===== src/rtl/axi4lite_req_arbiter_if.sv =====
// Bundle of requester and master-port signals for axi4lite_req_arbiter.
// The "slave" modport is the arbiter's own view: it serves both requesters and
// drives the master user port. The "master" modport is the surrounding
// environment's view, which drives requests and master responses.
interface axi4lite_req_arbiter_if #(
    parameter int ADDR_WIDTH = 2,
    parameter int DATA_WIDTH = 8
);
    logic                  req0;
    logic                  req1;
    logic                  we0;
    logic                  we1;
    logic [ADDR_WIDTH-1:0] addr0;
    logic [ADDR_WIDTH-1:0] addr1;
    logic [DATA_WIDTH-1:0] wdata0;
    logic [DATA_WIDTH-1:0] wdata1;
    logic                  ack0;
    logic                  ack1;
    logic [DATA_WIDTH-1:0] rdata0;
    logic [DATA_WIDTH-1:0] rdata1;
    logic                  err0;
    logic                  err1;
    logic                  m_start_write;
    logic                  m_start_read;
    logic [ADDR_WIDTH-1:0] m_write_addr;
    logic [ADDR_WIDTH-1:0] m_read_addr;
    logic [DATA_WIDTH-1:0] m_wdata;
    logic [DATA_WIDTH-1:0] m_read_data;
    logic                  m_done;
    logic                  busy;
    logic                  grant_id;

    modport slave (
        input  req0, req1, we0, we1, addr0, addr1, wdata0, wdata1,
        input  m_read_data, m_done,
        output ack0, ack1, rdata0, rdata1, err0, err1,
        output m_start_write, m_start_read, m_write_addr, m_read_addr, m_wdata,
        output busy, grant_id
    );

    modport master (
        output req0, req1, we0, we1, addr0, addr1, wdata0, wdata1,
        output m_read_data, m_done,
        input  ack0, ack1, rdata0, rdata1, err0, err1,
        input  m_start_write, m_start_read, m_write_addr, m_read_addr, m_wdata,
        input  busy, grant_id
    );
endinterface


===== src/rtl/axi4lite_req_arbiter.sv =====
// Two-requester round-robin arbiter in front of an AXI4-Lite master user port.
// One transaction at a time: IDLE -> ISSUE -> WAIT -> RESP -> IDLE, with a
// timeout that completes the transaction with an error if m_done never comes.
// All outputs decode from registered state and latched operands only.
module axi4lite_req_arbiter #(
    parameter int ADDR_WIDTH = 2,
    parameter int DATA_WIDTH = 8,
    parameter int TIMEOUT    = 15
) (
    input  logic                  clk,
    input  logic                  rst,
    axi4lite_req_arbiter_if.slave bus
);

    localparam logic [1:0] S_IDLE  = 2'd0;
    localparam logic [1:0] S_ISSUE = 2'd1;
    localparam logic [1:0] S_WAIT  = 2'd2;
    localparam logic [1:0] S_RESP  = 2'd3;

    // The counter holds completed WAIT cycles; the TIMEOUT-th WAIT cycle is
    // the one that sees CNT_LAST, so m_done in that same cycle still wins.
    localparam logic [3:0] CNT_LAST = 4'(TIMEOUT - 1);

    logic [1:0]            state_q, state_d;
    logic                  ptr_q, ptr_d;
    logic                  gid_q, gid_d;
    logic                  we_q, we_d;
    logic [ADDR_WIDTH-1:0] addr_q, addr_d;
    logic [DATA_WIDTH-1:0] wdata_q, wdata_d;
    logic [3:0]            cnt_q, cnt_d;
    logic [DATA_WIDTH-1:0] rdata_q, rdata_d;
    logic                  err_q, err_d;
    logic                  sel;
    logic                  in_issue;
    logic                  in_resp;

    // Next-state, arbitration and operand capture.
    always_comb begin
        state_d = state_q;
        ptr_d   = ptr_q;
        gid_d   = gid_q;
        we_d    = we_q;
        addr_d  = addr_q;
        wdata_d = wdata_q;
        cnt_d   = cnt_q;
        rdata_d = rdata_q;
        err_d   = err_q;
        sel     = (bus.req0 && bus.req1) ? ptr_q : bus.req1;
        case (state_q)
            S_IDLE: begin
                if (bus.req0 || bus.req1) begin
                    gid_d   = sel;
                    we_d    = sel ? bus.we1    : bus.we0;
                    addr_d  = sel ? bus.addr1  : bus.addr0;
                    wdata_d = sel ? bus.wdata1 : bus.wdata0;
                    state_d = S_ISSUE;
                end
            end
            S_ISSUE: begin
                cnt_d   = '0;
                rdata_d = '0;
                err_d   = 1'b0;
                state_d = S_WAIT;
            end
            S_WAIT: begin
                if (bus.m_done) begin
                    rdata_d = we_q ? '0 : bus.m_read_data;
                    err_d   = 1'b0;
                    state_d = S_RESP;
                end else if (cnt_q == CNT_LAST) begin
                    rdata_d = '0;
                    err_d   = 1'b1;
                    state_d = S_RESP;
                end else begin
                    cnt_d = cnt_q + 4'd1;
                end
            end
            S_RESP: begin
                ptr_d   = ~gid_q;
                state_d = S_IDLE;
            end
            default: state_d = S_IDLE;
        endcase
    end

    // State and operand registers with synchronous reset.
    always_ff @(posedge clk) begin
        if (rst) begin
            state_q <= S_IDLE;
            ptr_q   <= 1'b0;
            gid_q   <= 1'b0;
            we_q    <= 1'b0;
            addr_q  <= '0;
            wdata_q <= '0;
            cnt_q   <= '0;
            rdata_q <= '0;
            err_q   <= 1'b0;
        end else begin
            state_q <= state_d;
            ptr_q   <= ptr_d;
            gid_q   <= gid_d;
            we_q    <= we_d;
            addr_q  <= addr_d;
            wdata_q <= wdata_d;
            cnt_q   <= cnt_d;
            rdata_q <= rdata_d;
            err_q   <= err_d;
        end
    end

    assign in_issue = (state_q == S_ISSUE);
    assign in_resp  = (state_q == S_RESP);

    assign bus.m_start_write = in_issue &  we_q;
    assign bus.m_start_read  = in_issue & ~we_q;
    assign bus.m_write_addr  = addr_q;
    assign bus.m_read_addr   = addr_q;
    assign bus.m_wdata       = wdata_q;

    assign bus.ack0   = in_resp & ~gid_q;
    assign bus.ack1   = in_resp &  gid_q;
    assign bus.rdata0 = (in_resp && !gid_q) ? rdata_q : '0;
    assign bus.rdata1 = (in_resp &&  gid_q) ? rdata_q : '0;
    assign bus.err0   = in_resp & ~gid_q & err_q;
    assign bus.err1   = in_resp &  gid_q & err_q;

    assign bus.busy     = (state_q != S_IDLE);
    assign bus.grant_id = gid_q;

endmodule


===== src/flat_wrapper.sv =====
// flat-port wrapper written by rule: the top's interface ports become plain ports
module axi4lite_req_arbiter_flat 
#(
    parameter int ADDR_WIDTH = 2,
    parameter int DATA_WIDTH = 8,
    parameter int TIMEOUT    = 15
)
  (clk, rst, bus_req0, bus_req1, bus_we0, bus_we1, bus_addr0, bus_addr1, bus_wdata0, bus_wdata1, bus_m_read_data, bus_m_done, bus_ack0, bus_ack1, bus_rdata0, bus_rdata1, bus_err0, bus_err1, bus_m_start_write, bus_m_start_read, bus_m_write_addr, bus_m_read_addr, bus_m_wdata, bus_busy, bus_grant_id);
  axi4lite_req_arbiter_if #(.ADDR_WIDTH(ADDR_WIDTH), .DATA_WIDTH(DATA_WIDTH)) bus_i ();
  input  logic clk;
  input  logic rst;
  input wire logic [$bits(bus_i.req0)-1:0] bus_req0;
  input wire logic [$bits(bus_i.req1)-1:0] bus_req1;
  input wire logic [$bits(bus_i.we0)-1:0] bus_we0;
  input wire logic [$bits(bus_i.we1)-1:0] bus_we1;
  input wire logic [$bits(bus_i.addr0)-1:0] bus_addr0;
  input wire logic [$bits(bus_i.addr1)-1:0] bus_addr1;
  input wire logic [$bits(bus_i.wdata0)-1:0] bus_wdata0;
  input wire logic [$bits(bus_i.wdata1)-1:0] bus_wdata1;
  input wire logic [$bits(bus_i.m_read_data)-1:0] bus_m_read_data;
  input wire logic [$bits(bus_i.m_done)-1:0] bus_m_done;
  output wire logic [$bits(bus_i.ack0)-1:0] bus_ack0;
  output wire logic [$bits(bus_i.ack1)-1:0] bus_ack1;
  output wire logic [$bits(bus_i.rdata0)-1:0] bus_rdata0;
  output wire logic [$bits(bus_i.rdata1)-1:0] bus_rdata1;
  output wire logic [$bits(bus_i.err0)-1:0] bus_err0;
  output wire logic [$bits(bus_i.err1)-1:0] bus_err1;
  output wire logic [$bits(bus_i.m_start_write)-1:0] bus_m_start_write;
  output wire logic [$bits(bus_i.m_start_read)-1:0] bus_m_start_read;
  output wire logic [$bits(bus_i.m_write_addr)-1:0] bus_m_write_addr;
  output wire logic [$bits(bus_i.m_read_addr)-1:0] bus_m_read_addr;
  output wire logic [$bits(bus_i.m_wdata)-1:0] bus_m_wdata;
  output wire logic [$bits(bus_i.busy)-1:0] bus_busy;
  output wire logic [$bits(bus_i.grant_id)-1:0] bus_grant_id;
  assign bus_i.req0 = bus_req0;
  assign bus_i.req1 = bus_req1;
  assign bus_i.we0 = bus_we0;
  assign bus_i.we1 = bus_we1;
  assign bus_i.addr0 = bus_addr0;
  assign bus_i.addr1 = bus_addr1;
  assign bus_i.wdata0 = bus_wdata0;
  assign bus_i.wdata1 = bus_wdata1;
  assign bus_i.m_read_data = bus_m_read_data;
  assign bus_i.m_done = bus_m_done;
  assign bus_ack0 = bus_i.ack0;
  assign bus_ack1 = bus_i.ack1;
  assign bus_rdata0 = bus_i.rdata0;
  assign bus_rdata1 = bus_i.rdata1;
  assign bus_err0 = bus_i.err0;
  assign bus_err1 = bus_i.err1;
  assign bus_m_start_write = bus_i.m_start_write;
  assign bus_m_start_read = bus_i.m_start_read;
  assign bus_m_write_addr = bus_i.m_write_addr;
  assign bus_m_read_addr = bus_i.m_read_addr;
  assign bus_m_wdata = bus_i.m_wdata;
  assign bus_busy = bus_i.busy;
  assign bus_grant_id = bus_i.grant_id;
  axi4lite_req_arbiter #(.ADDR_WIDTH(ADDR_WIDTH), .DATA_WIDTH(DATA_WIDTH), .TIMEOUT(TIMEOUT)) u_core (.clk(clk), .rst(rst), .bus(bus_i));
endmodule

===== config.mk =====
export PLATFORM = sky130hd
export DESIGN_NAME = axi4lite_req_arbiter_flat
export DESIGN_NICKNAME = d
export VERILOG_FILES = /design/src/rtl/axi4lite_req_arbiter_if.sv /design/src/rtl/axi4lite_req_arbiter.sv /design/src/flat_wrapper.sv
export SDC_FILE = /design/constraint.sdc
export NUM_CORES = 1
export LEC_CHECK = 0
export CAP_MARGIN = 10
export CORE_UTILIZATION = 55
export CTS_BUF_LIST = sky130_fd_sc_hd__clkbuf_16
export CTS_CLUSTER_SIZE = 14
export DETAILED_ROUTE_END_ITERATION = 12
export DONT_BUFFER_PORTS = 1
export PLACE_DENSITY = 0.78
export SLEW_MARGIN = 5
export SYNTH_ARGS = -nofsm -noshare
export SYNTH_HDL_FRONTEND = slang
export SYNTH_SLANG_ARGS = --single-unit

===== constraint.sdc =====
create_clock -name clk -period 2.7 [get_ports clk]
set_input_delay 0.54 -clock clk [delete_from_list [all_inputs] [get_ports clk]]
set_output_delay 0.54 -clock clk [all_outputs]
set_load 0.01 [all_outputs]

==> results <==
- Once the clock tree was built, the resizer swapped 0 gates to a different size.
- The flow ran to the end, and the final reports show no timing, DRC or antenna violations.
- The kind of capture point of the worst setup path is a primary output.
- The root buffer cell is clkbuf_16.
- The die area is 3090 µm².
- The deepest level of the CTS H-tree is 1.
- Setup violations remaining at the end of the flow were counted as 0.
- After detailed routing, the number of vias per cell comes to 6.31.
- The critical register-to-register path startpoint is u_core.state_q[1].
- The post-placement worst setup slack is 0.675 ns.
- The achievable frequency is 0.433 GHz.
- The data arrival time at the worst-slack endpoint is 1.77 ns.
- The number of synthesized register bits is 28.
- The final layout contains routed wiring with a total length of 3250 µm.
- The tightest min-delay check is of the input pin to register type.
- The slowest stage of the critical path is the dfxtp_1 cell.
- After clock tree synthesis, the setup repair step added 0 buffers.
- The share of total power dissipated in the clock network is 0.279.
- The number of clock buffers added by TritonCTS is 3.
- The initial utilization of the core area, before any placement, comes to 0.577.
- Walking the worst path, the cells encountered are ha_1 > nor2b_1 > buf_4 > and2_1.
- For this block, the initial DRC count from the detailed router was 49.
- The clock reaches the later pin of the worst-skew pair after 0.26 ns.
- The mux contribution to synthesized area is 0.0127.
- The startpoint class of the critical path is a register.
- From bottom edge to top edge, the die measures 55.6 µm.
- Counting along the longest clock path gives a buffer depth of 2.
- The relative area change from synthesis to final layout is 3.96%.
- The total standard cell area after synthesis is 1580 µm².
- Clock-pin slew was measured on the worst setup and hold paths at 0.07 ns.
- The routability-driven placement congestion ratio is 0.799.
- The internal power of the cells totals 0.999 mW.
- Yosys mapped the design onto 34 distinct sky130hd cell types.
- The kind of critical path is register to primary output.
- The most used flip-flop cell after synthesis is dfxtp_1.
- Dividing the final minimum period by the clock period gives 0.855.
- The worst hold path stage count is 1.
- The final-layout setup total negative slack is 0 ns.
- The number of nets produced by synthesis is 232.
- The library cell used most frequently in the layout, excluding fill and tap cells, is dfxtp_1.
- Global routing finished with a remaining overflow of 0.
- The initial antenna violation count is 0.
- Of the total synthesized cell area, the portion taken by XOR and XNOR cells is 0.
- Pin placement for this block handled 71 I/O pins.
- Hold repair after CTS inserted 0 buffers.
- The time the final worst path needs with I/O delays and setup is 2.31 ns.
- For the pin with the worst max-slew slack, the measured transition is 0.407 ns.
- The path with the worst hold slack has its endpoint at u_core.cnt_q[2].
- The remaining max-slew budget at the tightest pin is 0.728.
- Setup repair after global routing left no endpoint under its margin.
- The final-layout fill cell count is 249.
- Entering global routing, the biggest net connects 30 pins.
- The share of the Yosys chip area taken by registers is 0.355.
- The final number of hold-violating endpoints was 0.
- The total via count in the routed design is 1318.
- The first detailed-routing pass took 5 iterations.
- Of all nets on the critical path, the largest fanout is 11.
- The largest voltage drop on the vdd net is 0.522 mV.
- The worst hold path begins at rst.
- The area share of the largest cell type after synthesis is 0.355.
- The compound-gate portion of the synthesized area is 0.212.
- The cell count after synthesis is 189.
- The sequential fraction of design power is 0.395.
- The post-route antenna net violation count is 0.
- The post-synthesis cell type with the largest combined area is dfxtp_1.
- The worst setup skew after layout is 0.00171 ns.
- The total half-perimeter wirelength after legalization and detailed placement is 2420 µm.
- The proportion of layout cells with a drive suffix above 1 is 0.0618.
- The number of sinks driven by the clock tree is 28.
- The switching power summed over all nets is 0.557 mW.
- The number of antenna diodes is 0.
- The required time of the worst setup path is 2.16 ns.
- Yosys attributes the largest share of cell area to dfxtp_1 36%, ha_1 6.3%, a311oi_1 6.1%.
- TritonCTS built the clock tree.
- The routed length per placed instance is 15.6 µm.
- The top cell types in the final layout, fill and taps aside, are 28 x dfxtp_1, 15 x nor2_1, 13 x nand2_1.
- The delay of the slowest cell on the worst path is 0.41 ns.
- The count of flip-flops with a built-in enable after synthesis is 0.
- During placement, the flow inserted port buffers numbering 0.
- The total power density per cell area is 949 nW/µm².
- The first-pass GRT wire length is 5150 µm.
- The number of placement rows is 19.
- The count of max-cap constraint violations is 0.
- The count of final max-slew check failures is 0.
- The fraction of registers with async set or reset after synthesis is 0.
- Of the total power, combinational logic draws 0.327.
- For flop-to-flop paths, the worst setup slack is 1.08 ns.
- Setup slack on the critical path of the routed design comes to 0.392 ns.
- The number of global-route vias before repair is 1140.
- Of the total synthesized cell area, the portion taken by AND, OR, NAND and NOR gates is 0.279.
- The floorplan step set the die width to 55.6 µm.
- The worst flop-to-flop path endpoint is u_core.cnt_q[3].
- During synthesis, Yosys emitted a total of 0 warnings.
- The worst register-to-register path has a depth of 5.
- The combinational family with the most area after synthesis is simple AND/OR/NAND/NOR gates.
- At the end of the flow, the number of nets in the layout was 222.
- The net switching fraction of the power is 0.358.
- The total routing resource utilization after global routing is 0.207.
- The core region is 2730 µm².
- The static leakage is 0.635 nW.
- Of the total synthesized cell area, the portion taken by full adders, half adders and majority gates is 0.0634.
- The average cell area after synthesis is 8.35 µm².
- In the routed design, unresolved DRC markers number 0.
[worst max-delay path by stage]
stage                       from            end  depth (start not counted)
6_report       u_core.state_q[1]  bus_rdata0[3]                          4
5_1_grt        u_core.state_q[1]       bus_err0                          4
4_1_cts        u_core.state_q[1]  bus_rdata0[3]                          4
3_3_place_gp   u_core.state_q[1]       bus_err0                          4
2_1_floorplan  u_core.state_q[1]  bus_rdata0[0]                          4
3_5_place_dp   u_core.state_q[1]  bus_rdata0[3]                          4
[power by group through the flow]
stage | Sequential (mW) | Combinational, mW | Clock (mW)
2_1_floorplan | 0.590 | 0.467 | 0
3_3_place_gp | 0.617 | 0.478 | 0
3_5_place_dp | 0.622 | 0.504 | 0
4_1_cts | 0.614 | 0.511 | 0.442
5_1_grt | 0.627 | 0.558 | 0.460
6_report | 0.614 | 0.508 | 0.434
[cell usage after synthesis, types with 5 or more instances]
library cell,n
dfxtp_1,28
and3_1,10
inv_1,9
nand2b_1,9
a311oi_1,11
o21ai_0,10
nand3b_1,11
o21ai_1,11
ha_1,8
buf_2,8
nor2_1,15
nand2_1,13
buf_4,5
and2_1,10
[through the flow]
step	power (mW)	std cells	hold slack [ns]	utilization	area (µm²)
2_1_floorplan	1.06	189	0.440	-	1580
3_3_place_gp	1.09	205	0.453	0.562	1540
3_5_place_dp	1.13	205	0.468	0.562	1540
4_1_cts	1.57	209	0.337	0.600	1640
5_1_grt	1.65	209	0.330	0.600	1640
6_report	1.56	209	0.346	0.600	1640
[logic make-up after synthesis]
group | count (synthesis)
compound gates | 49
mux | 2
buf+inv | 25
flops | 28
simple gates | 77
fa+ha+maj | 8
[worst max-delay path: cells and delay by family, from the launching register on]
kind / cells / cell delay, ns
simple gates: 2 / 0.53
flops: 1 / 0.41
fa+ha+maj: 1 / 0.36
buf+inv: 1 / 0.21
[area by class of cell]
type | instances | area, µm² | share of cell area
Clock buffer | 3 | 75.1 | 0.0458
Clock inverter | 1 | 30.0 | 0.0183
Inverter | 9 | 33.8 | 0.0206
Multi-Input combinational cell | 136 | 895 | 0.545
Sequential cell | 28 | 561 | 0.342
Tap cell | 31 | 38.8 | 0.0236
Timing Repair Buffer | 1 | 7.51 | 0.00458
[state kept, by name, indices dropped and copies added (netlist names)]
register / count
u_core.bus.m_wdata: 8
u_core.rdata_q: 8
u_core.cnt_q: 4
u_core.bus.m_read_addr: 2
u_core.state_q: 2
u_core.bus.grant_id: 1
u_core.err_q: 1
u_core.ptr_q: 1
u_core.we_q: 1
[metal layers]
layer	part of all wire	global-route usage
met1	0.41	0.243
met2	0.49	0.355
met3	0.077	0.0468
met4	0.018	0.100
met5	0	0
Power figures use the tool's default switching activity.
